**src/rtl/fft_mag_arbiter.sv**
```systemverilog
// Two-channel frame-level arbiter feeding an |I|,|Q| magnitude estimator
// (max + min/4) through a 3-stage pipeline into a credit-guarded result FIFO.
module fft_mag_arbiter #(
  parameter int FIFO_DEPTH = 4
) (
  input  logic               clk,
  input  logic               rst_n,
  input  logic               s0_valid,
  output logic               s0_ready,
  input  logic signed [15:0] s0_i,
  input  logic signed [15:0] s0_q,
  input  logic               s0_last,
  input  logic               s1_valid,
  output logic               s1_ready,
  input  logic signed [15:0] s1_i,
  input  logic signed [15:0] s1_q,
  input  logic               s1_last,
  output logic               m_valid,
  input  logic               m_ready,
  output logic [15:0]        m_data,
  output logic               m_chan,
  output logic               m_last
);
  // Handshake: a beat moves on a rising edge where valid and ready are both
  // high; a source holds its payload stable while valid=1 and ready=0.
  localparam int AW = $clog2(FIFO_DEPTH);

  typedef enum logic [1:0] {IDLE = 2'd0, LOCK0 = 2'd1, LOCK1 = 2'd2} state_t;

  state_t        state_q, state_d;
  logic          rr_q, rr_d;
  logic          v1_q, v1_d, v2_q, v2_d, v3_q, v3_d;
  logic          c1_q, c1_d, c2_q, c2_d, c3_q, c3_d;
  logic          l1_q, l1_d, l2_q, l2_d, l3_q, l3_d;
  logic [14:0]   ai_q, ai_d, aq_q, aq_d, mx_q, mx_d, mn_q, mn_d;
  logic [15:0]   sum_q, sum_d;
  logic [17:0]   mem_q [FIFO_DEPTH];
  logic [17:0]   mem_d [FIFO_DEPTH];
  logic [AW-1:0] wp_q, wp_d, rp_q, rp_d;
  logic [AW:0]   cnt_q, cnt_d;

  logic [AW+1:0]      used;
  logic               credit, acc, in_chan, in_last, wr, rd;
  logic signed [15:0] in_i, in_q;

  // -32768 has no positive counterpart in 16 bits, so it clamps to 32767.
  function automatic logic [14:0] abs15(input logic signed [15:0] x);
    logic [15:0] n;
    n = 16'(-x);
    if (!x[15])               return x[14:0];
    else if (x == 16'sh8000)  return 15'h7fff;
    else                      return n[14:0];
  endfunction

  always_comb begin
    used     = {1'b0, cnt_q} + (AW+2)'(v1_q) + (AW+2)'(v2_q) + (AW+2)'(v3_q);
    credit   = used < (AW+2)'(FIFO_DEPTH);
    s0_ready = (state_q == LOCK0) && credit;
    s1_ready = (state_q == LOCK1) && credit;
    in_chan  = (state_q == LOCK1);
    acc      = in_chan ? (s1_valid && s1_ready) : (s0_valid && s0_ready);
    in_i     = in_chan ? s1_i : s0_i;
    in_q     = in_chan ? s1_q : s0_q;
    in_last  = in_chan ? s1_last : s0_last;

    state_d = state_q;
    rr_d    = rr_q;
    case (state_q)
      IDLE: begin
        if (s0_valid && s1_valid) state_d = rr_q ? LOCK1 : LOCK0;
        else if (s0_valid)        state_d = LOCK0;
        else if (s1_valid)        state_d = LOCK1;
      end
      LOCK0, LOCK1: begin
        if (acc && in_last) begin
          state_d = IDLE;
          rr_d    = ~in_chan;
        end
      end
      default: state_d = IDLE;
    endcase

    v1_d  = acc;
    c1_d  = in_chan;
    l1_d  = in_last;
    ai_d  = abs15(in_i);
    aq_d  = abs15(in_q);
    v2_d  = v1_q;
    c2_d  = c1_q;
    l2_d  = l1_q;
    mx_d  = (ai_q >= aq_q) ? ai_q : aq_q;
    mn_d  = (ai_q >= aq_q) ? aq_q : ai_q;
    v3_d  = v2_q;
    c3_d  = c2_q;
    l3_d  = l2_q;
    sum_d = {1'b0, mx_q} + {3'b000, mn_q[14:2]};

    // Credits guarantee room for every stage-3 result, so writes never check full.
    wr      = v3_q;
    m_valid = (cnt_q != '0);
    rd      = m_valid && m_ready;
    mem_d   = mem_q;
    if (wr) mem_d[wp_q] = {c3_q, l3_q, sum_q};
    wp_d  = wp_q + AW'(wr);
    rp_d  = rp_q + AW'(rd);
    cnt_d = cnt_q + (AW+1)'(wr) - (AW+1)'(rd);
    {m_chan, m_last, m_data} = m_valid ? mem_q[rp_q] : 18'd0;
  end

  always_ff @(posedge clk) begin
    if (!rst_n) begin
      state_q <= IDLE;
      rr_q    <= 1'b0;
      v1_q    <= 1'b0;
      v2_q    <= 1'b0;
      v3_q    <= 1'b0;
      wp_q    <= '0;
      rp_q    <= '0;
      cnt_q   <= '0;
    end else begin
      state_q <= state_d;
      rr_q    <= rr_d;
      v1_q    <= v1_d;
      v2_q    <= v2_d;
      v3_q    <= v3_d;
      wp_q    <= wp_d;
      rp_q    <= rp_d;
      cnt_q   <= cnt_d;
    end
  end

  // Payload registers only matter alongside their valid bits.
  always_ff @(posedge clk) begin
    c1_q  <= c1_d;
    l1_q  <= l1_d;
    ai_q  <= ai_d;
    aq_q  <= aq_d;
    c2_q  <= c2_d;
    l2_q  <= l2_d;
    mx_q  <= mx_d;
    mn_q  <= mn_d;
    c3_q  <= c3_d;
    l3_q  <= l3_d;
    sum_q <= sum_d;
    mem_q <= mem_d;
  end
endmodule
```
**config.mk**
```make
export PLATFORM = sky130hd
export DESIGN_NAME = fft_mag_arbiter
export DESIGN_NICKNAME = d
export VERILOG_FILES = /design/src/rtl/fft_mag_arbiter.sv
export SDC_FILE = /design/constraint.sdc
export NUM_CORES = 1
export LEC_CHECK = 0
export BUFFER_PORTS_ARGS = -buffer_cell sky130_fd_sc_hd__buf_2
export CAP_MARGIN = 25
export CORE_UTILIZATION = 34
export CTS_CLUSTER_DIAMETER = 100
export DETAILED_ROUTE_END_ITERATION = 8
export GPL_TIMING_DRIVEN = 0
export PLACE_DENSITY = 0.51
export SLEW_MARGIN = 0
export SYNTH_ARGS = -nofsm -noshare
export SYNTH_HDL_FRONTEND = slang
export SYNTH_SLANG_ARGS = --single-unit
```
**constraint.sdc**
```tcl
create_clock -name clk -period 4.7 [get_ports clk]
set_input_delay 0.47 -clock clk [delete_from_list [all_inputs] [get_ports clk]]
set_output_delay 0.47 -clock clk [all_outputs]
set_load 0.02 [all_outputs]
```
==> qor.csv, run 1 <==
metric,value,unit
outcome,finished with violations,
failing checks,design-rule violations,
mapped cell area,0.00770,mm^2
sequential share of the synthesized area,52.3,%
Area Growth Syn to Fin,18.3,%
Vias/cell,4.70,
reg2reg start,state_q[0]$_SDFFE_PN0P_,
Crit Path Max Fanout,10,
worst setup slack after layout,1.22,ns
first-pass detailed-route iteration total,8,
Clock Sink Count,165,
layout net count,839,
post-synthesis mux area share,14.3,%
share of Yosys cell area claimed by the top area cell type,28.1,%
max-slew violation count,0,
"Top FF cell, synth",dfxtp_1,
Antenna Cells,0,
Avg WL per Cell,14.7,um
Die Y,153,um
RSZ-0062 raised after global routing,false,
Simple-Gate Fraction of Synth Area,11.3,%
Synth cell types,68,
Critical Path RT,5.02,ns
post_cts resized,0,
pwr/cell area,627,mW/mm^2
die area,0.0233,mm^2
"EDFF count, synth",72,
Worst-Margin Slew,0.984,ns
"Hold-fix buffers, CTS",0,
H-tree depth,4,
DRC Markers,6,
Metal-1 WL,7.19,mm
FP Rows,54,
post-synth net total,726,
layout cells sized above 1,28.2,%
crit-path cells,inv_1 -> ha_1 -> buf_6 -> buf_12 -> buf_6 -> buf_6 -> buf_4 -> buf_4 -> mux2i_1 -> ha_1 -> o221ai_1 -> or2_4 -> nor3_4 -> nand3_2 -> a22oi_1,
post-CTS setup buffers,0,
leading area contributor after synthesis,edfxtp_1,
CP Class,flip-flop to flip-flop,
min Tclk post-route,3.48,ns
die width,153,um
"FFs w/ async S/R, synth",0,%
fill count,2081,
startpoint types,flip-flop,
final setup vio count,0,
Max-slew headroom,34.4,%
crit end category,flip-flop,
initial antenna violation count,0,
Syn Area/Cell,12.5,um^2
Antenna Nets Post-Route,0,
Slowest cell on crit path,dfxtp_1,
crit path DAT,3.80,ns
compound-gate portion of the synthesized area,7.75,%
worst hold margin,0.330,ns
Worst R2R End,aq_q[1]$_DFF_P_,
core area,0.0220,mm^2
pin count of the biggest net entering global routing,19,
xor/xnor cell area share of the yosys netlist,4.09,%
Crit path depth,15,
"most used cell, CP",buf_6,
Highest Signal Layer,met4,
Hold Fails Final Rpt,0,
maxcap violations,0,
total track usage,13.5,%
max incr delay on CP,0.33,ns
number of global-route vias before repair,4942,
met3 wire length,535,um
Adder-Cell Fraction of Synth Area,6.95,%
pre-CTS worst setup slack,1.23,ns
post-synthesis register bit count,165,
worst setup path end,aq_q[1]$_DFF_P_,
clock slew at reported path FFs,0.06,ns
most frequent cells after synthesis,"93 x dfxtp_1, 72 x edfxtp_1, 49 x nand2_1, 38 x ha_1, 30 x inv_1",
Synth Warn #,0,
CTS tree,built,
Clock Tree Root,clkbuf_16,
Fmax,288,MHz
type of the tightest min-delay check,flip-flop to flip-flop,
first-pass GRT wire length,24.8,mm
largest family of logic cells by synthesized area,multiplexers,
grt ovf,0,
Leak,3.59,nW
Starting Density,35.0,%
worst reg2reg setup slack,1.22,ns
Placed Area,0.00854,mm^2
HPWL after detailed placement,11.7,mm
clk_skew,0.00708,ns
total number of vias,4793,
peak supply drop,0.310,mV
port bufs,91,
Mapped Cells,614,
most common cell in the netlist,dfxtp_1,
Setup TNS Final,0,ns
reg2reg path depth,15,
CTS Buf Count,17,
Top delay family on crit path,buffers and inverters,
DRT Wirelength,15.0,mm
DR iter-0 viols,142,
CP Launch Point,state_q[0]$_SDFFE_PN0P_,
design area,0.00911,mm^2
total I/O pin count,92,
routability congestion estimate,0.861,
synth top area cells,"edfxtp_1 28%, dfxtp_1 24%, ha_1 6.2%",
met2 WL post-DR,7.13,mm
period utilization,74.0,%
Clock Path Buffers,2,
worst-skew pair later-pin latency,0.42,ns
CP Buf/Inv Count,7,
## state kept, by name, indices dropped and copies added, names as in the netlist, 2 cells and up
register	cells
ai_q	15
aq_q	15
mem_q	72
mn_q	13
wp_q	2
cnt_q	3
sum_q	16
rp_q	2
state_q	2
mx_q	15
## layout by cell type (no fill, tap or decap), types with 5 or more instances in the layout
cell type / count
clkbuf_16: 17
clkinvlp_4: 6
buf_6: 5
dfxtp_1: 93
mux2_1: 14
nand2_1: 49
a21oi_1: 16
mux4_2: 18
nand2b_1: 6
ha_1: 38
mux2i_1: 21
xor2_1: 12
inv_1: 30
and2_1: 11
o21ai_0: 23
clkbuf_1: 7
edfxtp_1: 72
nor3b_1: 6
nor2_1: 23
nor2b_1: 23
nor3_1: 6
mux2_2: 26
xnor2_1: 24
a211oi_1: 6
buf_2: 95
## through the flow
| stage | power (W) | std cells | util (%) |
|---|---|---|---|
| floorplan | 0.00392 | 614 | - |
| global placement | 0.00448 | 985 | 38.6 |
| detailed placement | 0.00453 | 987 | 38.8 |
| CTS | 0.00579 | 1019 | 41.2 |
| global route | 0.00612 | 1020 | 41.3 |
| finish | 0.00571 | 1020 | 41.3 |
## cell type report
cell class / instances / area [um^2] / share of cell area [%]
clock buffer: 19 / 433 / 4.75
clock inverter: 13 / 103 / 1.13
timing repair buffer: 94 / 513 / 5.63
buffer: 19 / 145 / 1.59
inverter: 30 / 113 / 1.24
multi-input combinational: 400 / 3430 / 37.6
sequential: 165 / 4020 / 44.2
tap: 280 / 350 / 3.85
## power by group
| part | internal, W | leakage [nW] | switching [W] |
|---|---|---|---|
| sequential | 0.00193 | 1.43 | 0.000210 |
| clock | 0.000681 | 0.243 | 0.000556 |
| combinational | 0.00109 | 1.92 | 0.00124 |
## worst min path at each step
stage / from / to / slack, ns / cells past startpoint
after floorplan: c1_q$_DFF_P_ / c2_q$_DFF_P_ / 0.31 / 0
after global placement: c2_q$_DFF_P_ / c3_q$_DFF_P_ / 0.32 / 0
after detailed placement: c2_q$_DFF_P_ / c3_q$_DFF_P_ / 0.32 / 0
after CTS: s0_last / l1_q$_DFF_P_ / 0.31 / 2
after global routing: s0_last / l1_q$_DFF_P_ / 0.31 / 2
final: l1_q$_DFF_P_ / l2_q$_DFF_P_ / 0.33 / 0
## logic make-up after synthesis
| group | count (synthesis) |
|---|---|
| simple gates | 157 |
| compound gates | 85 |
| xor+xnor | 36 |
| buf+inv | 49 |
| mux | 81 |
| fa+ha+maj | 41 |
| flops | 165 |
## per-layer routing
metal / GRT usage [%] / up-vias
li1: - / 2440
met3: 3.10 / 15
met4: 4.38 / 0
met5: 0 / -
met1: 16.9 / 2224
met2: 22.9 / 114
No activity file was read; power rests on OpenSTA's default activity.
==> inputs of run 2 (changes only) <==
==> constraint.sdc (replaced) <==
create_clock -name clk -period 3.2 [get_ports clk]
set_input_delay 0.32 -clock clk [delete_from_list [all_inputs] [get_ports clk]]
set_output_delay 0.32 -clock clk [all_outputs]
set_load 0.02 [all_outputs]
==> run 2 against run 1 <==
The flow still finishes with violations (design-rule violations). Sequential share of layout area down 0.30 points. Setup slack worse by 1.0 ns. Critical path depth down 1. Combinational power up 48%. Final cell count unchanged. Maximum frequency up 16%. Worst hold slack worse by 0.16 ns. Clock-buffer cell count unchanged. Die area unchanged. Sequential power up 47%. Non-clock buffer count unchanged. Critical path type unchanged. Critical endpoint is now aq_q[8]$_DFF_P_. Largest power group unchanged.
==> qor.csv, run 2 (same netlist as run 1, synthesis figures left out) <==
metric,value,unit
"commonest cells after routing, fill and taps aside","95 x buf_2, 93 x dfxtp_1, 72 x edfxtp_1",
"most used cell, CP",buf_6,
Avg WL per Cell,14.7,um
Top reg by flops,mem_q,
Critical Path RT,3.56,ns
total track usage,13.4,%
pin count of the biggest net entering global routing,29,
"Power, Total",0.00840,W
WHS Path Cells,3,
Hold Fails Final Rpt,0,
min Tclk post-route,2.99,ns
worst-skew pair later-pin latency,0.42,ns
layout cells sized above 1,29.2,%
Leak,3.60,nW
total number of vias,4771,
Clock Sink Count,165,
Slowest cell on crit path,dfxtp_1,
maxcap violations,0,
reg2reg start,state_q[0]$_SDFFE_PN0P_,
Crit Path Max Fanout,28,
grt ovf,0,
pwr/cell area,917,mW/mm^2
min-delay src,s1_i[0],
"Hold-fix buffers, CTS",0,
reg2reg path depth,14,
number of global-route vias before repair,4936,
first-pass detailed-route iteration total,8,
Max-slew headroom,34.4,%
crit end category,flip-flop,
layout net count,839,
peak supply drop,0.456,mV
startpoint types,flip-flop,
max-slew violation count,0,
Largest regs,"mem_q (72), sum_q (16)",
core area,0.0220,mm^2
DP Cell Count,987,
first-pass GRT wire length,24.7,mm
Clock Path Buffers,2,
pre-CTS worst setup slack,-0.270,ns
H-tree depth,4,
Worst-Margin Slew,0.984,ns
Antenna Nets Post-Route,0,
max incr delay on CP,0.33,ns
Worst Hold Endpoint,ai_q[0]$_DFF_P_,
Starting Density,35.0,%
final setup vio count,0,
max FFs per register,72,
routability congestion estimate,0.861,
worst hold margin,0.173,ns
crit-path cells,inv_1 -> ha_1 -> buf_6 -> buf_12 -> buf_6 -> buf_16 -> mux2i_2 -> ha_2 -> o221ai_1 -> or2_4 -> nor3_4 -> nand3_4 -> buf_6 -> nand2_1,
worst setup slack after layout,0.207,ns
clk_skew,0.00716,ns
final std cells w/o fill,1020,
Clock Tree Root,clkbuf_16,
worst reg2reg setup slack,0.21,ns
outcome,finished with violations,
DR iter-0 viols,139,
crit path DAT,3.35,ns
type of the tightest min-delay check,primary input to flip-flop,
Fmax,334,MHz
failing checks,design-rule violations,
fill count,2074,
Die Y,153,um
DRC Markers,6,
Worst R2R End,aq_q[8]$_DFF_P_,
clock slew at reported path FFs,0.06,ns
CTS tree,built,
FP Rows,54,
DRT Wirelength,15.0,mm
Area Growth Syn to Fin,19.1,%
die width,153,um
Setup TNS Final,0,ns
port bufs,91,
initial antenna violation count,0,
"commonest non-fill, non-tap cell in the layout",buf_2,
Antenna Cells,0,
die area,0.0233,mm^2
total I/O pin count,92,
CTS Buf Count,17,
period utilization,93.5,%
Vias/cell,4.68,
HPWL after detailed placement,11.7,mm
CP Class,flip-flop to flip-flop,
[run 2: cell counts in the layout (fill, tap and decap cells not counted)]
Identical to the previous run, type by type.
[run 2: how the worst max path moves through the flow]
stage,from,end,slack (ns),depth (start not counted)
3_5_place_dp,state_q[0]$_SDFFE_PN0P_,aq_q[1]$_DFF_P_,-0.27,15
3_3_place_gp,state_q[0]$_SDFFE_PN0P_,aq_q[1]$_DFF_P_,-0.31,15
5_1_grt,state_q[0]$_SDFFE_PN0P_,aq_q[11]$_DFF_P_,-0.01,14
2_1_floorplan,state_q[0]$_SDFFE_PN0P_,aq_q[13]$_DFF_P_,0.33,16
6_report,state_q[0]$_SDFFE_PN0P_,aq_q[8]$_DFF_P_,0.21,14
4_1_cts,state_q[0]$_SDFFE_PN0P_,ai_q[13]$_DFF_P_,0.03,13
[run 2: area by class of cell]
class | instances | area, um^2 | area share [%]
timing repair buffer | 96 | 528 | 5.76
sequential | 165 | 4020 | 43.9
buffer | 17 | 146 | 1.60
inverter | 30 | 113 | 1.23
multi-input combinational | 400 | 3470 | 37.9
clock buffer | 19 | 433 | 4.72
clock inverter | 13 | 103 | 1.12
tap | 280 | 350 | 3.82
[run 2: through the flow]
stage	utilization (%)	instance area, um^2
6_report	41.6	9170
3_3_place_gp	38.6	8510
2_1_floorplan	-	7700
3_5_place_dp	38.8	8540
4_1_cts	41.2	9080
5_1_grt	41.6	9170
[run 2: repair_timing]
item | 4_1_cts | 5_1_grt
setup buffers | 1 | 1
hold endpoints to repair | 0 | 0
resized for setup | 2 | 10
setup endpoints to repair | 30 | 28
pin swaps | 1 | 1
cloned | 0 | 0
[run 2: power breakdown]
part	internal (W)	total (W)	switching [W]
clock network	0.00100	0.00182	0.000817
registers	0.00284	0.00315	0.000309
logic	0.00161	0.00344	0.00183
[run 2: critical path, delay by kind of cell, from the launching register on]
kind,cells,cell delay [ns]
AO/OA/AOI/OAI,1,0.17
adder cells (fa/ha/maj),2,0.43
buffers and inverters,6,0.96
flip-flops,1,0.33
multiplexers,1,0.30
AND/OR/NAND/NOR,4,0.73
[run 2: layer usage]
layer	vias to the layer above	global-route usage (%)	wire, um
met2	108	22.6	7060
li1	2443	-	-
met4	0	4.23	179
met1	2205	16.9	7220
met3	15	3.10	533
met5	-	0	0
==> inputs of run 3 (changes only) <==
--- a/config.mk
+++ b/config.mk
@@ -12,7 +12,8 @@
 export DETAILED_ROUTE_END_ITERATION = 8
 export GPL_TIMING_DRIVEN = 0
 export PLACE_DENSITY = 0.51
-export SLEW_MARGIN = 0
+export REMOVE_ABC_BUFFERS = 1
+export SLEW_MARGIN = 30
 export SYNTH_ARGS = -nofsm -noshare
 export SYNTH_HDL_FRONTEND = slang
 export SYNTH_SLANG_ARGS = --single-unit
==> run 3 against run 2 <==
Worst hold slack better by 0.010 ns. Clock-buffer cell count rose by 1. Critical path depth is 4 lower. The flow now finishes without violations. Maximum frequency grew 5.9%. Die area unchanged. Sequential share of layout area is 0.73 points higher. Flip-flop and latch count is the same. Setup slack better by 0.17 ns.
==> qor.csv, run 3 (same netlist as run 1, synthesis figures left out) <==
metric,value,unit
Clock Path Buffers,2,
number of global-route vias before repair,4715,
Worst-Margin Slew,0.814,ns
CTS Buf Count,17,
post_cts resized,0,
Sw Pwr,0.00287,W
Clock Tree Root,clkbuf_16,
pwr/cell area,927,mW/mm^2
post-route core utilization,41.0,%
HPWL after detailed placement,10.2,mm
fill count,2120,
DRT Wirelength,13.6,mm
Flop pwr share,38.6,%
layout cells sized above 1,27.8,%
worst-skew pair later-pin latency,0.42,ns
period utilization,88.4,%
startpoint types,flip-flop,
type of the tightest min-delay check,primary input to flip-flop,
initial antenna violation count,0,
pin count of the biggest net entering global routing,51,
port bufs,91,
FP Rows,54,
Top reg by flops,mem_q,
final setup vio count,0,
Setup TNS Final,0,ns
routability congestion estimate,0.764,
die width,153,um
die area,0.0233,mm^2
"Hold-fix buffers, CTS",0,
total I/O pin count,92,
Max-slew headroom,45.6,%
total track usage,12.6,%
layout net count,823,
Largest regs,"mem_q (72), sum_q (16)",
post-CTS setup buffers,0,
CP Class,flip-flop to flip-flop,
max FFs per register,72,
Vias/cell,4.70,
Leak,3.54,nW
total number of vias,4721,
first-pass detailed-route iteration total,6,
grt ovf,0,
clock slew at reported path FFs,0.06,ns
Die Y,153,um
Logic pwr share,38.9,%
Sw Ratio,34.3,%
crit end category,flip-flop,
Critical Path RT,3.54,ns
peak supply drop,0.381,mV
maxcap violations,0,
Starting Density,35.0,%
"commonest cells after routing, fill and taps aside","91 x dfxtp_1, 91 x buf_2, 72 x edfxtp_1",
Hold Fails Final Rpt,0,
first-pass GRT wire length,23.3,mm
Fmax,354,MHz
RSZ-0062 raised after global routing,false,
internal power,0.00550,W
H-tree depth,4,
outcome,"complete, no violations",
clock share of power,22.4,%
crit path DAT,3.17,ns
Area Growth Syn to Fin,17.2,%
core area,0.0220,mm^2
clk_skew,0.00693,ns
Avg WL per Cell,13.6,um
Antenna Nets Post-Route,0,
DR iter-0 viols,168,
Clock Sink Count,165,
min Tclk post-route,2.83,ns
Antenna Cells,0,
DRC Markers,0,
max-slew violation count,0,
CTS tree,built,
Crit Path Max Fanout,50,
run 3: changes by cell type in the layout (fill, tap and decap cells not counted), sizes merged:
cell and change:
clkinvlp -4, inv -1, clkbuf -4, bufinv +1
clkinv +3, buf -11
run 3: area by class of cell:
cell class                 instances  area (um^2)  share of cell area, %
inverter                          30          113                   1.25
sequential                       165         4030                   44.6
clock buffer                      20          447                   4.95
timing repair buffer              97          524                   5.81
clock inverter                    12          105                   1.16
tap                              280          350                   3.88
multi-input combinational        400         3460                   38.3
run 3: final timing paths:
kind,startpoint,end,slack [ns],cells after the start
setup reg to reg,state_q[0]$_SDFFE_PN0P_,aq_q[1]$_DFF_P_,0.37,10
hold / removal,s0_last,l1_q$_DFF_P_,0.18,2
hold reg to reg,c1_q$_DFF_P_,c2_q$_DFF_P_,0.33,0
setup / recovery,state_q[0]$_SDFFE_PN0P_,aq_q[1]$_DFF_P_,0.37,10
run 3: layer usage:
metal  vias to the layer above  global-route usage [%]  part of all wire [%]
met5                         -                       0                     0
met4                         0                    4.62                   1.6
met3                        16                    2.87                   3.3
met2                        93                    20.8                    47
met1                      2189                    16.1                    48
li1                       2423                       -                     -
run 3: power by group through the flow:
| stage | clock, W | combinational, W | sequential (W) |
|---|---|---|---|
| 2_1_floorplan | 0 | 0.00255 | 0.00313 |
| 3_3_place_gp | 0 | 0.00319 | 0.00326 |
| 3_5_place_dp | 0 | 0.00329 | 0.00329 |
| 4_1_cts | 0.00191 | 0.00331 | 0.00325 |
| 5_1_grt | 0.00202 | 0.00368 | 0.00332 |
| 6_report | 0.00188 | 0.00326 | 0.00323 |
run 3: worst max-delay path, stage by stage (launching register included):
cell	delay, ns
dfxtp_1	0.33
inv_1	0.12
ha_4	0.29
buf_16	0.27
mux2i_1	0.30
ha_1	0.26
o221ai_1	0.19
or2_4	0.29
nor3_4	0.20
nand3_2	0.24
a22oi_1	0.22
run 3: stage by stage:
stage / instances / cell area [um^2] / worst slack, ns / hold slack, ns / power (W)
global placement: 966 / 8360 / -1.21 / 0.315 / 0.00645
CTS: 1004 / 9020 / 0.332 / 0.161 / 0.00847
detailed placement: 972 / 8470 / 0.365 / 0.312 / 0.00658
finish: 1004 / 9020 / 0.373 / 0.183 / 0.00837
global route: 1004 / 9020 / 0.0597 / 0.173 / 0.00901
floorplan: 595 / 7560 / -0.541 / 0.310 / 0.00568
